--- config.mk ---
export PLATFORM = sky130hd
export DESIGN_NAME = step_accum_ctrl
export DESIGN_NICKNAME = d
export VERILOG_FILES = /design/src/rtl/step_accum_ctrl_pkg.sv /design/src/rtl/step_accum_ctrl_period_tick.sv /design/src/rtl/step_accum_ctrl.sv
export SDC_FILE = /design/constraint.sdc
export NUM_CORES = 1
export LEC_CHECK = 0
export ABC_AREA = 0
export CAP_MARGIN = 25
export CORE_UTILIZATION = 52
export CTS_CLUSTER_SIZE = 10
export DETAILED_ROUTE_END_ITERATION = 10
export DONT_BUFFER_PORTS = 1
export PLACE_DENSITY_LB_ADDON = 0.1
export SLEW_MARGIN = 20
export SYNTH_ARGS = -nofsm -noshare
export SYNTH_HDL_FRONTEND = slang
export SYNTH_HIERARCHICAL = 1
export SYNTH_SLANG_ARGS = --single-unit
--- constraint.sdc ---
create_clock -name clk -period 5.1 [get_ports clk]
set_clock_uncertainty 0.05 [all_clocks]
set_input_delay 0.765 -clock clk [delete_from_list [all_inputs] [get_ports clk]]
set_output_delay 0.765 -clock clk [all_outputs]
set_load 0.02 [all_outputs]
--- src/rtl/step_accum_ctrl_pkg.sv ---
`default_nettype none
// ============================================================================
//  Module   : step_accum_ctrl_pkg
//  Purpose  : Shared constants for the step accumulator run controller:
//             FSM state encoding and default parameter values.
//  Revision : 1.0 - initial release
// ============================================================================
package step_accum_ctrl_pkg;

  // FSM state encoding (1-bit, two states)
  localparam logic [0:0] ST_IDLE = 1'b0;
  localparam logic [0:0] ST_RUN  = 1'b1;

  // Default parameter values
  localparam int WIDTH_DEF  = 8;
  localparam int STEP_DEF   = 10;
  localparam int LIMIT_DEF  = 100;
  localparam int PERIOD_DEF = 10;

endpackage : step_accum_ctrl_pkg
`default_nettype wire

--- src/rtl/step_accum_ctrl_period_tick.sv ---
`default_nettype none
// ============================================================================
//  Module   : period_tick
//  Purpose  : Period counter. Counts 0..PERIOD-1 while enabled and flags the
//             last count of each period so the parent can act on that edge.
//  Ports    : clk  - clock, rising edge
//             rst  - asynchronous active-high reset
//             clr  - synchronous clear of the period counter
//             en   - count enable
//             tick - high while en=1 and the counter sits at PERIOD-1
//  Revision : 1.0 - initial release
// ============================================================================
module period_tick
  import step_accum_ctrl_pkg::*;
#(
  parameter int PERIOD = PERIOD_DEF
) (
  input  logic clk,
  input  logic rst,
  input  logic clr,
  input  logic en,
  output logic tick
);

  localparam int              c_CW   = (PERIOD > 2) ? $clog2(PERIOD) : 1;
  localparam logic [c_CW-1:0] c_LAST = c_CW'(PERIOD - 1);

  logic [c_CW-1:0] r_pcnt;
  logic            w_at_last;

  assign w_at_last = (r_pcnt == c_LAST);

  always_ff @(posedge clk or posedge rst) begin
    if (rst) begin
      r_pcnt <= '0;
    end else if (clr) begin
      r_pcnt <= '0;
    end else if (en) begin
      if (w_at_last) r_pcnt <= '0;
      else           r_pcnt <= r_pcnt + 1'b1;
    end
  end

  // Combinational: the parent registers its own tick output on this edge.
  assign tick = en & w_at_last;

endmodule : period_tick
`default_nettype wire

--- src/rtl/step_accum_ctrl.sv ---
`default_nettype none
// ============================================================================
//  Module   : step_accum_ctrl
//  Purpose  : Run controller. After an accepted start, adds STEP to the
//             accumulator once every PERIOD cycles, saturating at LIMIT where
//             the run ends with a done pulse. An abort cancels the run at any
//             point and is acknowledged with a one-cycle abort_ack pulse.
//  Ports    : clk       - clock, rising edge
//             rst       - asynchronous active-high reset
//             start     - run request (accepted only in IDLE without abort)
//             abort     - cancel request (honoured only in RUN)
//             busy      - high while running
//             acc       - accumulator value
//             tick      - 1-cycle pulse when acc updates
//             tgl_out   - toggles on each tick while running, 0 otherwise
//             done      - 1-cycle pulse when acc reaches LIMIT
//             abort_ack - 1-cycle pulse when an abort is honoured
//  Revision : 1.0 - initial release
// ============================================================================
module step_accum_ctrl
  import step_accum_ctrl_pkg::*;
#(
  parameter int WIDTH  = WIDTH_DEF,
  parameter int STEP   = STEP_DEF,
  parameter int LIMIT  = LIMIT_DEF,
  parameter int PERIOD = PERIOD_DEF
) (
  input  logic             clk,
  input  logic             rst,
  input  logic             start,
  input  logic             abort,
  output logic             busy,
  output logic [WIDTH-1:0] acc,
  output logic             tick,
  output logic             tgl_out,
  output logic             done,
  output logic             abort_ack
);

  // One extra bit so acc+STEP cannot wrap before the LIMIT compare.
  localparam logic [WIDTH:0]   c_STEP_EXT  = (WIDTH+1)'(STEP);
  localparam logic [WIDTH:0]   c_LIMIT_EXT = (WIDTH+1)'(LIMIT);
  localparam logic [WIDTH-1:0] c_LIMIT     = WIDTH'(LIMIT);

  logic [0:0]       r_state;
  logic             r_busy;
  logic [WIDTH-1:0] r_acc;
  logic             r_tick;
  logic             r_tgl;
  logic             r_done;
  logic             r_abort_ack;

  logic             w_accept;
  logic             w_cancel;
  logic             w_pt_clr;
  logic             w_pt_en;
  logic             w_tick_edge;
  logic [WIDTH:0]   w_sum;

  assign w_accept = (r_state == ST_IDLE) & start & ~abort;
  assign w_cancel = (r_state == ST_RUN) & abort;

  // Abort suppresses counting on its edge so a coincident tick is dropped.
  assign w_pt_clr = w_accept | w_cancel;
  assign w_pt_en  = (r_state == ST_RUN) & ~abort;

  period_tick #(
    .PERIOD (PERIOD)
  ) u_period_tick (
    .clk  (clk),
    .rst  (rst),
    .clr  (w_pt_clr),
    .en   (w_pt_en),
    .tick (w_tick_edge)
  );

  assign w_sum = {1'b0, r_acc} + c_STEP_EXT;

  always_ff @(posedge clk or posedge rst) begin
    if (rst) begin
      r_state     <= ST_IDLE;
      r_busy      <= 1'b0;
      r_acc       <= '0;
      r_tick      <= 1'b0;
      r_tgl       <= 1'b0;
      r_done      <= 1'b0;
      r_abort_ack <= 1'b0;
    end else begin
      // Pulse outputs default low each cycle.
      r_tick      <= 1'b0;
      r_done      <= 1'b0;
      r_abort_ack <= 1'b0;
      case (r_state)
        ST_IDLE: begin
          if (w_accept) begin
            r_state <= ST_RUN;
            r_busy  <= 1'b1;
            r_acc   <= '0;
            r_tgl   <= 1'b0;
          end
        end
        ST_RUN: begin
          if (abort) begin
            r_state     <= ST_IDLE;
            r_busy      <= 1'b0;
            r_abort_ack <= 1'b1;
            r_tgl       <= 1'b0;
          end else if (w_tick_edge) begin
            r_tick <= 1'b1;
            if (w_sum >= c_LIMIT_EXT) begin
              r_acc   <= c_LIMIT;
              r_done  <= 1'b1;
              r_state <= ST_IDLE;
              r_busy  <= 1'b0;
              r_tgl   <= 1'b0;
            end else begin
              r_acc <= w_sum[WIDTH-1:0];
              r_tgl <= ~r_tgl;
            end
          end
        end
        default: begin
          r_state <= ST_IDLE;
          r_busy  <= 1'b0;
        end
      endcase
    end
  end

  assign busy      = r_busy;
  assign acc       = r_acc;
  assign tick      = r_tick;
  assign tgl_out   = r_tgl;
  assign done      = r_done;
  assign abort_ack = r_abort_ack;

endmodule : step_accum_ctrl
`default_nettype wire

==> impl_metrics.tcl <==
set metrics [dict create \
    synth-edff-count 0 \
    grt_max_degree 15 \
    cts_resized 0 \
    swShare 0.249 \
    irDropWorstVdd_mv 0.134 \
    dpl_cell_area_um2 1010 \
    critical-path-top-delay-family "compound AO/OA/AOI/OAI gates" \
    fmax_ghz 0.441 \
    final.period_utilization 0.445 \
    maxCapViolCount 0 \
    rsz0062_at_grt "no" \
    grt_overflow_total 0 \
    cp_num_buf_inv 0 \
    start_util 0.576 \
    hold_ws_ps 184 \
    rr_worst_depth 7 \
    synth.avg_cell_area_um2 9.25 \
    finalSetupTns_ps 0 \
    insertion_delay_ps 290 \
    setup_violations 0 \
    cp-start-kind "flop" \
    grtUsageMet3 0.0745 \
    clkSinkCount 17 \
    grt_pass1_vias 690 \
    n_fill_cell 165 \
    chipWidth_um 46.4 \
    status "finished, final reports clean" \
    via_per_inst 5.66 \
    gp_congestion 0.804 \
    r2r_end "acc[5]" \
    yosysTopAreaCellShare 0.414 \
    ys_ff_latch 17 \
    wl_per_cell_um 14.1 \
    ys_types 45 \
    p_seq_frac 0.627 \
    synth-seq-area-share 0.414 \
    critPathMaxFanout 8 \
    fp.dieArea_um2 2160 \
    synth_area_leaders "dfrtp_1 (41%), o21ai_0 (5.4%), nand2_1 (5.1%), a21oi_1 (3.9%), ha_1 (3.7%)" \
    cts_tree "yes" \
    cts.path.max_buffers 2 \
    drt-pass1-iter-count 4 \
    synth_commonest_cells "dfrtp_1 (17), nand2_1 (14), o21ai_0 (11)" \
    crit_type "reg -> reg" \
    power_frac_clock 0.302 \
    worst_path_max_delay_cell "dfrtp_1" \
    antenna_left 0 \
    use_met2 0.289 \
    clk_pin_slew_worst_paths_ps 90 \
    post_cts_buffers 0 \
    root_buffer "clkbuf_4" \
    grt_use_met1 0.319 \
    hold_viol 0 \
    relSlewSlack 0.620 \
    drive_gt1_frac 0.165 \
    cp.arrival_ps 2390 \
    n_antenna_cell 0 \
    vias 759 \
    internal_power_mw 0.174 \
    io_pins 17 \
    syn_to_final_growth_pct 1.22 \
    netlist_instances 111 \
    yosys_most_used_dff "dfrtp_1" \
    grt_pass1_wl_um 3190 \
    wirelength_um 1900 \
    synth_most_common_cell "dfrtp_1" \
    p_switching_mw 0.0577 \
    htree_levels 1 \
    worstSetupEndpointType "flop" \
    tightestPinTransition_ps 570 \
    slew_violations 0 \
    pwr_density_cell_nw_per_um2 223 \
    p_leak_nw 0.485 \
    required_ps 5220 \
    worstPathCellList "ha_1, or2_0, o21ai_1, a32oi_2, o21bai_2, a31oi_1, o21ai_0" \
    place.detailed.hpwl_um 1440 \
    async_flop_share 1.00 \
    p_total_mw 0.232 \
    hold_path_class "in -> async" \
    grt_antenna_before_repair 0 \
    regToRegSetupSlack_ps 2830 \
    combPwrFrac 0.070 \
    die-height_um 46.4 \
    port_buffers 0 \
    rr_startpoint "acc[1]" \
    syn_nets 118 \
    holdBufCountCts 0 \
    netlist_area_um2 1030 \
    cts_inserted_buffers 3 \
    num_rows 15 \
    core_area_um2 1780 \
    initialDrtViolationCount 10 \
    grt.total_usage 0.214 \
    nNetsFinal 117 \
    slowest_delay_ps 600 \
    fin_area_um2 1040 \
    busiest_layer "met1" \
    post-route-drc-count 0 \
    yosysWarnings 6 \
    fin_crit_ps 2270 \
    yosysTopAreaCell "dfrtp_1" \
]
==> metrics by stage <==
stage,std cells,setup WS (ps),util
CTS,134,2820,0.583
global placement,130,2760,0.568
finish,134,2830,0.583
detailed placement,130,2680,0.568
global route,134,2620,0.583
floorplan,111,2790,-
==> flip-flops by register name, summed over array words and instances (netlist names) <==
signal	cells
busy	1
tick	1
done	1
abort_ack	1
tgl_out	1
u_period_tick/r_pcnt	4
acc	7
r_state	1
==> placed cells by master, fill, tap and decap left out, types with 2 or more instances in the layout <==
master    netlist  final
nand3_1         2      2
ha_1            3      3
or2_2           2      2
nor2_1          3      3
a21o_1          2      2
a31oi_1         3      3
nand3b_1        5      5
nand2_1        14     14
clkbuf_4        0      3
inv_1           7      7
dfrtp_1        17     17
a21o_2          2      2
o21ai_0        11     11
a21oi_1         8      8
==> routing by layer <==
metal | vias up | routed length, µm
li1 | 385 | -
met1 | 350 | 921
met2 | 22 | 838
met3 | 2 | 122
met4 | 0 | 13
met5 | - | 0
==> cell families (layout without fill, tap and decap cells) <==
family / after synthesis / count (layout) / share of synthesized area
adder cells (fa/ha/maj): 3 / 3 / 0.0365
other: 1 / 1 / 0.00365
AO/OA/AOI/OAI: 38 / 38 / 0.253
AND/OR/NAND/NOR: 39 / 39 / 0.222
flip-flops: 17 / 17 / 0.414
buffers and inverters: 13 / 11 / 0.0706
==> final cells by class <==
class	count	area [µm²]	share of cell area
multi-input cells	81	529	0.509
flip-flops and latches	17	425	0.409
well taps	25	31.3	0.0301
inverters	7	26.3	0.0253
clock inverters	1	5.00	0.00481
clock buffers	3	22.5	0.0217
==> worst reg2reg max path, delay by kind of cell (launching register included) <==
family / cells / cell delay (ps)
flip-flops: 1 / 600
AND/OR/NAND/NOR: 1 / 350
adder cells (fa/ha/maj): 1 / 350
AO/OA/AOI/OAI: 5 / 820
==> power by group through the flow <==
stage,Combinational (mW),Clock [mW],Sequential [mW]
6_report,0.0163,0.0700,0.145
5_1_grt,0.0201,0.0785,0.146
4_1_cts,0.0168,0.0728,0.145
3_5_place_dp,0.0169,0,0.148
3_3_place_gp,0.0160,0,0.148
2_1_floorplan,0.0142,0,0.146
==> worst max path at each step <==
stage,from,to,depth (start not counted)
floorplan,abort,acc[4],10
global placement,abort,acc[4],9
detailed placement,abort,acc[4],9
CTS,acc[1],acc[5],7
global route,acc[1],acc[5],7
finish,acc[1],acc[5],7
Note: power is estimated with default switching activity, not from simulation.
==> variant 1: new RTL, config.mk and constraints unchanged <==
`PERIOD_DEF`: 10 -> 20.
--- a/src/rtl/step_accum_ctrl_pkg.sv
+++ b/src/rtl/step_accum_ctrl_pkg.sv
@@ -15,7 +15,7 @@
   localparam int WIDTH_DEF  = 8;
   localparam int STEP_DEF   = 10;
   localparam int LIMIT_DEF  = 100;
-  localparam int PERIOD_DEF = 10;
+  localparam int PERIOD_DEF = 20;
 
 endpackage : step_accum_ctrl_pkg
 `default_nettype wire
Function: same outputs for any inputs over 10 cycles, from zero or initial values and one cycle with rst high; that may be too few to reach the edited logic, so the function may still have changed.
==> variant 1 against the unedited design <==
  * Sequential share of layout area up 1.7 points
  * Sequential power rose by 6%
  * Design area grew 1.6%
  * Wire length down 4.2%
  * Critical endpoint is now acc[4]
  * Critical path depth is 2 higher
  * Synthesized area grew 0.73%
  * Worst hold slack better by 14 ps
  * Total power increased by 9.4%
  * Setup slack lost 47 ps
  * First-iteration DRC count unchanged
  * Sequential cell count up 1
  * Via count down 4.1%
  * Global-route usage decreased by 2.0 points
==> variant 1: results (changes against the unedited design) <==
The clock network power came out at 0.0831 mW (was 0.0700 mW). The post-synth net total is 115 (was 118). The sequential-to-total area share from yosys stat is 0.435 (was 0.414). The overall power came out at 0.253 mW (was 0.232 mW). The final RePlAce weighted congestion is 0.820 (was 0.804). The final-layout fill cell count was 177 (was 165). The sum of routed wire length over all layers came out at 1820 µm (was 1900 µm). The share of the synthesized area in compound gates (AO/OA/AOI/OAI) came out at 0.222 (was 0.253). The share of final-layout standard cells stronger than drive strength 1 is 0.150 (was 0.165). The routed metal-1 wirelength came out at 978 µm (was 921 µm). The data arrival time of the worst path came out at 2500 ps (was 2390 ps). Largest cells by area after synthesis: sky130_fd_sc_hd__dfrtp_1, sky130_fd_sc_hd__o21ai_0, sky130_fd_sc_hd__nand2_1 (unchanged). The share of total power in sequential cells was 0.608 (was 0.627). The worst slack at placement is 2500 ps (was 2680 ps). The final net count came out at 114 (was 117). The family of cells with the greatest summed delay on the critical path was simple AND/OR/NAND/NOR gates (was compound AO/OA/AOI/OAI gates). The worst slew margin relative to its limit came to 0.625 (was 0.620). Top cells by instance count after synthesis: sky130_fd_sc_hd__dfrtp_1, sky130_fd_sc_hd__nand2_1, sky130_fd_sc_hd__o21ai_0 (unchanged). The via count of the first global-routing pass was 635 (was 690). The routing usage on met2 is 0.244 (was 0.289). The delay of the slowest cell on the worst path came to 430 ps (was 600 ps). Run status: finished clean (unchanged).

The vias per cell came to 5.52 (was 5.66). The average instance area after synthesis is 9.49 µm² (was 9.25 µm²). The number of instances in the placed design was 128 (was 130). The synthesized-area fraction occupied by adder cells is 0.0242 (was 0.0365).

The switching share of total power is 0.222 (was 0.249).
## variant 1: cell types whose count changed after synthesis, moves of 2 or more
cell / change
sky130_fd_sc_hd__nand2_1: -3
sky130_fd_sc_hd__nand3b_1: -3
sky130_fd_sc_hd__inv_1: -2
sky130_fd_sc_hd__nor2b_1: +2
sky130_fd_sc_hd__nor2_1: +2
## variant 1: cell type report
class,count,share of cell area
multi-input cells,80,0.492
flip-flops and latches,18,0.427
clock buffers,4,0.0344
well taps,25,0.0296
inverters,5,0.0178
## variant 1: path summary, 6_finish.rpt
| kind | from | to | slack, ps | cells past startpoint |
|---|---|---|---|---|
| min in group clk | abort | r_state | 480 | 1 |
| worst min-delay path | rst | u_period_tick/r_pcnt[3] | 200 | 1 |
| worst max-delay path | r_state | acc[4] | 2790 | 9 |
| max in group asynchronous | rst | acc[5] | 4330 | 1 |
| worst min register to register | u_period_tick/r_pcnt[1] | u_period_tick/r_pcnt[1] | 520 | 2 |
| worst max register to register | r_state | acc[4] | 2790 | 9 |
==> variant 2: new RTL, same settings <==
Made on the original files. Reset style: synchronous (`rst`), changed in 2 clocked blocks. Comments in the files are not updated.
--- a/src/rtl/step_accum_ctrl_period_tick.sv
+++ b/src/rtl/step_accum_ctrl_period_tick.sv
@@ -30,7 +30,7 @@
 
   assign w_at_last = (r_pcnt == c_LAST);
 
-  always_ff @(posedge clk or posedge rst) begin
+  always_ff @(posedge clk) begin
     if (rst) begin
       r_pcnt <= '0;
     end else if (clr) begin
--- a/src/rtl/step_accum_ctrl.sv
+++ b/src/rtl/step_accum_ctrl.sv
@@ -76,7 +76,7 @@
 
   assign w_sum = {1'b0, r_acc} + c_STEP_EXT;
 
-  always_ff @(posedge clk or posedge rst) begin
+  always_ff @(posedge clk) begin
     if (rst) begin
       r_state     <= ST_IDLE;
       r_busy      <= 1'b0;
Formal check against the unedited RTL: differs if rst is asserted again (counterexample within 4 cycles, from zero or initial values and one cycle with rst high); with rst held inactive, the same outputs for 10 cycles.
==> variant 2 against the unedited design <==
  * Wire length shrank 14%
  * Setup slack lost 250 ps
  * Sequential cell count is the same
  * Total power shrank 6.3%
  * Synthesized area shrank 13%
  * Design area shrank 12%
  * Maximum frequency shrank 9.8%
  * Worst hold slack gained 270 ps
==> variant 2: results (changes against the unedited design) <==
The number of warnings reported in the yosys synthesis log was 6 (unchanged). The worst slack at placement came to 2460 ps (was 2680 ps). The post-synthesis cell type count came to 47 (was 45). The number of antenna violations at the first check in global routing came out at 0 (unchanged). The vias per cell came to 6.19 (was 5.66). The violation count after the first detailed-routing iteration was 13 (was 10). The share of final-layout standard cells stronger than drive strength 1 was 0.157 (was 0.165). The total CTS buffers was 3 (unchanged). Largest cells by area after synthesis: sky130_fd_sc_hd__dfxtp_1, sky130_fd_sc_hd__nand2_1, sky130_fd_sc_hd__o21ai_0 (was sky130_fd_sc_hd__dfrtp_1, sky130_fd_sc_hd__o21ai_0, sky130_fd_sc_hd__nand2_1).

For hold timing, the worst endpoint is u_period_tick/r_pcnt[3]. The post-synth net total came out at 107 (was 118). The critical path startpoint was acc[1] (unchanged). The number of optimization iterations in the first detailed-route pass is 4 (unchanged). The global-route usage over all layers came out at 0.205 (was 0.214).

Run status: finished clean (unchanged). The instance count of the mapped netlist came out at 102 (was 111). The leakage component of the power came out at 0.339 nW (was 0.485 nW). The worst flop-to-flop path endpoint is tgl_out (was acc[5]). The actual slew at the worst max-slew pin came out at 555 ps (was 570 ps).

The detailed-placement wirelength estimate came out at 1170 µm (was 1440 µm). The most common flop cell mapped by yosys is sky130_fd_sc_hd__dfxtp_1 (was sky130_fd_sc_hd__dfrtp_1). The worst-case register-to-register setup slack is 2590 ps (was 2830 ps). The master of the slowest instance on the critical path is sky130_fd_sc_hd__dfxtp_1 (was sky130_fd_sc_hd__dfrtp_1). The port buffer count is 0 (unchanged). The async set-or-reset flop fraction in the synthesized netlist came out at 0 (was 1.00).

The final RePlAce weighted congestion came to 0.819 (was 0.804). The type of the tightest min-delay check was reg2reg (was in2async). The data arrival time of the worst path came out at 2690 ps (was 2390 ps). The final-layout fill cell count is 138 (was 165).

The switching power total came out at 0.0489 mW (was 0.0577 mW). The root buffer cell is sky130_fd_sc_hd__clkbuf_4 (unchanged). The sequential-to-total area share from yosys stat came to 0.380 (was 0.414).

The via count of the first global-routing pass came out at 577 (was 690). The pin count of the biggest net entering global routing was 14 (was 15). Top cells by instance count after synthesis: sky130_fd_sc_hd__dfxtp_1, sky130_fd_sc_hd__nand2_1, sky130_fd_sc_hd__o21ai_0 (was sky130_fd_sc_hd__dfrtp_1, sky130_fd_sc_hd__nand2_1, sky130_fd_sc_hd__o21ai_0). The wire length of the first global-routing pass came out at 2840 µm (was 3190 µm).

The highest ir drop seen on vdd came out at 0.188 mV (was 0.134 mV). The clock slew at the register clock pins of the worst setup and hold paths is 90 ps (about the same). The count of non-filler cells in the finished layout came out at 118 (was 134). The routed length per instance came to 13.9 µm (was 14.1 µm).
==> variant 2: cell types whose count changed in the layout (fill, tap and decap cells not counted), sizes merged, moves of 4 or more <==
| cell | change |
|---|---|
| a211oi | +5 |
| a21oi | -4 |
| dfrtp | -17 |
| dfxtp | +17 |
| inv | -5 |
| o21ai | -5 |
==> variant 2: through the flow <==
stage	hold WS (ps)	instance area (µm²)
after CTS	454	911
final	456	911
after floorplan	405	895
after global routing	459	911
after detailed placement	441	885
after global placement	439	885
==> variant 2: worst max-delay path: cells and delay by family (launching register included) <==
kind	cells	cell delay, ps
adders and majority gates	1	340
and+or+nand+nor	2	800
AOI/OAI and AO/OA	4	670
DFF	1	600
==> variant 2: area by class of cell <==
| type | instances | area, µm² | share of cell area |
|---|---|---|---|
| Tap cell | 16 | 20.0 | 0.0220 |
| Clock buffer | 4 | 26.3 | 0.0288 |
| Inverter | 2 | 7.51 | 0.00824 |
| Sequential cell | 17 | 340 | 0.374 |
| Multi-Input combinational cell | 79 | 517 | 0.567 |
==> variant 2: layer usage <==
metal | wire length [µm] | vias to the layer above | global-route usage | share of wire
met5 | 0 | - | 0 | 0
met2 | 651 | 17 | 0.245 | 0.40
met3 | 82 | 4 | 0.0708 | 0.050
li1 | - | 374 | - | -
met1 | 876 | 335 | 0.316 | 0.54
met4 | 27 | 0 | 0.0938 | 0.016
==> variant 2: cells by family (layout without fill, tap and decap cells) <==
logic type | Yosys count | after routing | synth area share
AND/OR/NAND/NOR | 41 | 41 | 0.266
AO/OA/AOI/OAI | 34 | 34 | 0.274
flip-flops | 17 | 17 | 0.380
buffers and inverters | 6 | 6 | 0.0420
XOR/XNOR | 2 | 2 | 0.0196
adder cells (fa/ha/maj) | 1 | 1 | 0.0140
other | 1 | 1 | 0.00419
==> variant 2: power groups by stage <==
stage / combinational, mW / clock [mW] / sequential, mW
2_1_floorplan: 0.00806 / 0 / 0.139
3_3_place_gp: 0.00894 / 0 / 0.140
3_5_place_dp: 0.00891 / 0 / 0.140
4_1_cts: 0.00901 / 0.0738 / 0.137
5_1_grt: 0.00995 / 0.0833 / 0.137
6_report: 0.00898 / 0.0711 / 0.137
==> variant 2: how the worst max path moves through the flow <==
stage / slack [ps] / end
2_1_floorplan: 2640 / acc[4]
5_1_grt: 2400 / tgl_out
4_1_cts: 2600 / tgl_out
6_report: 2590 / tgl_out
3_3_place_gp: 2480 / tgl_out
3_5_place_dp: 2460 / tgl_out
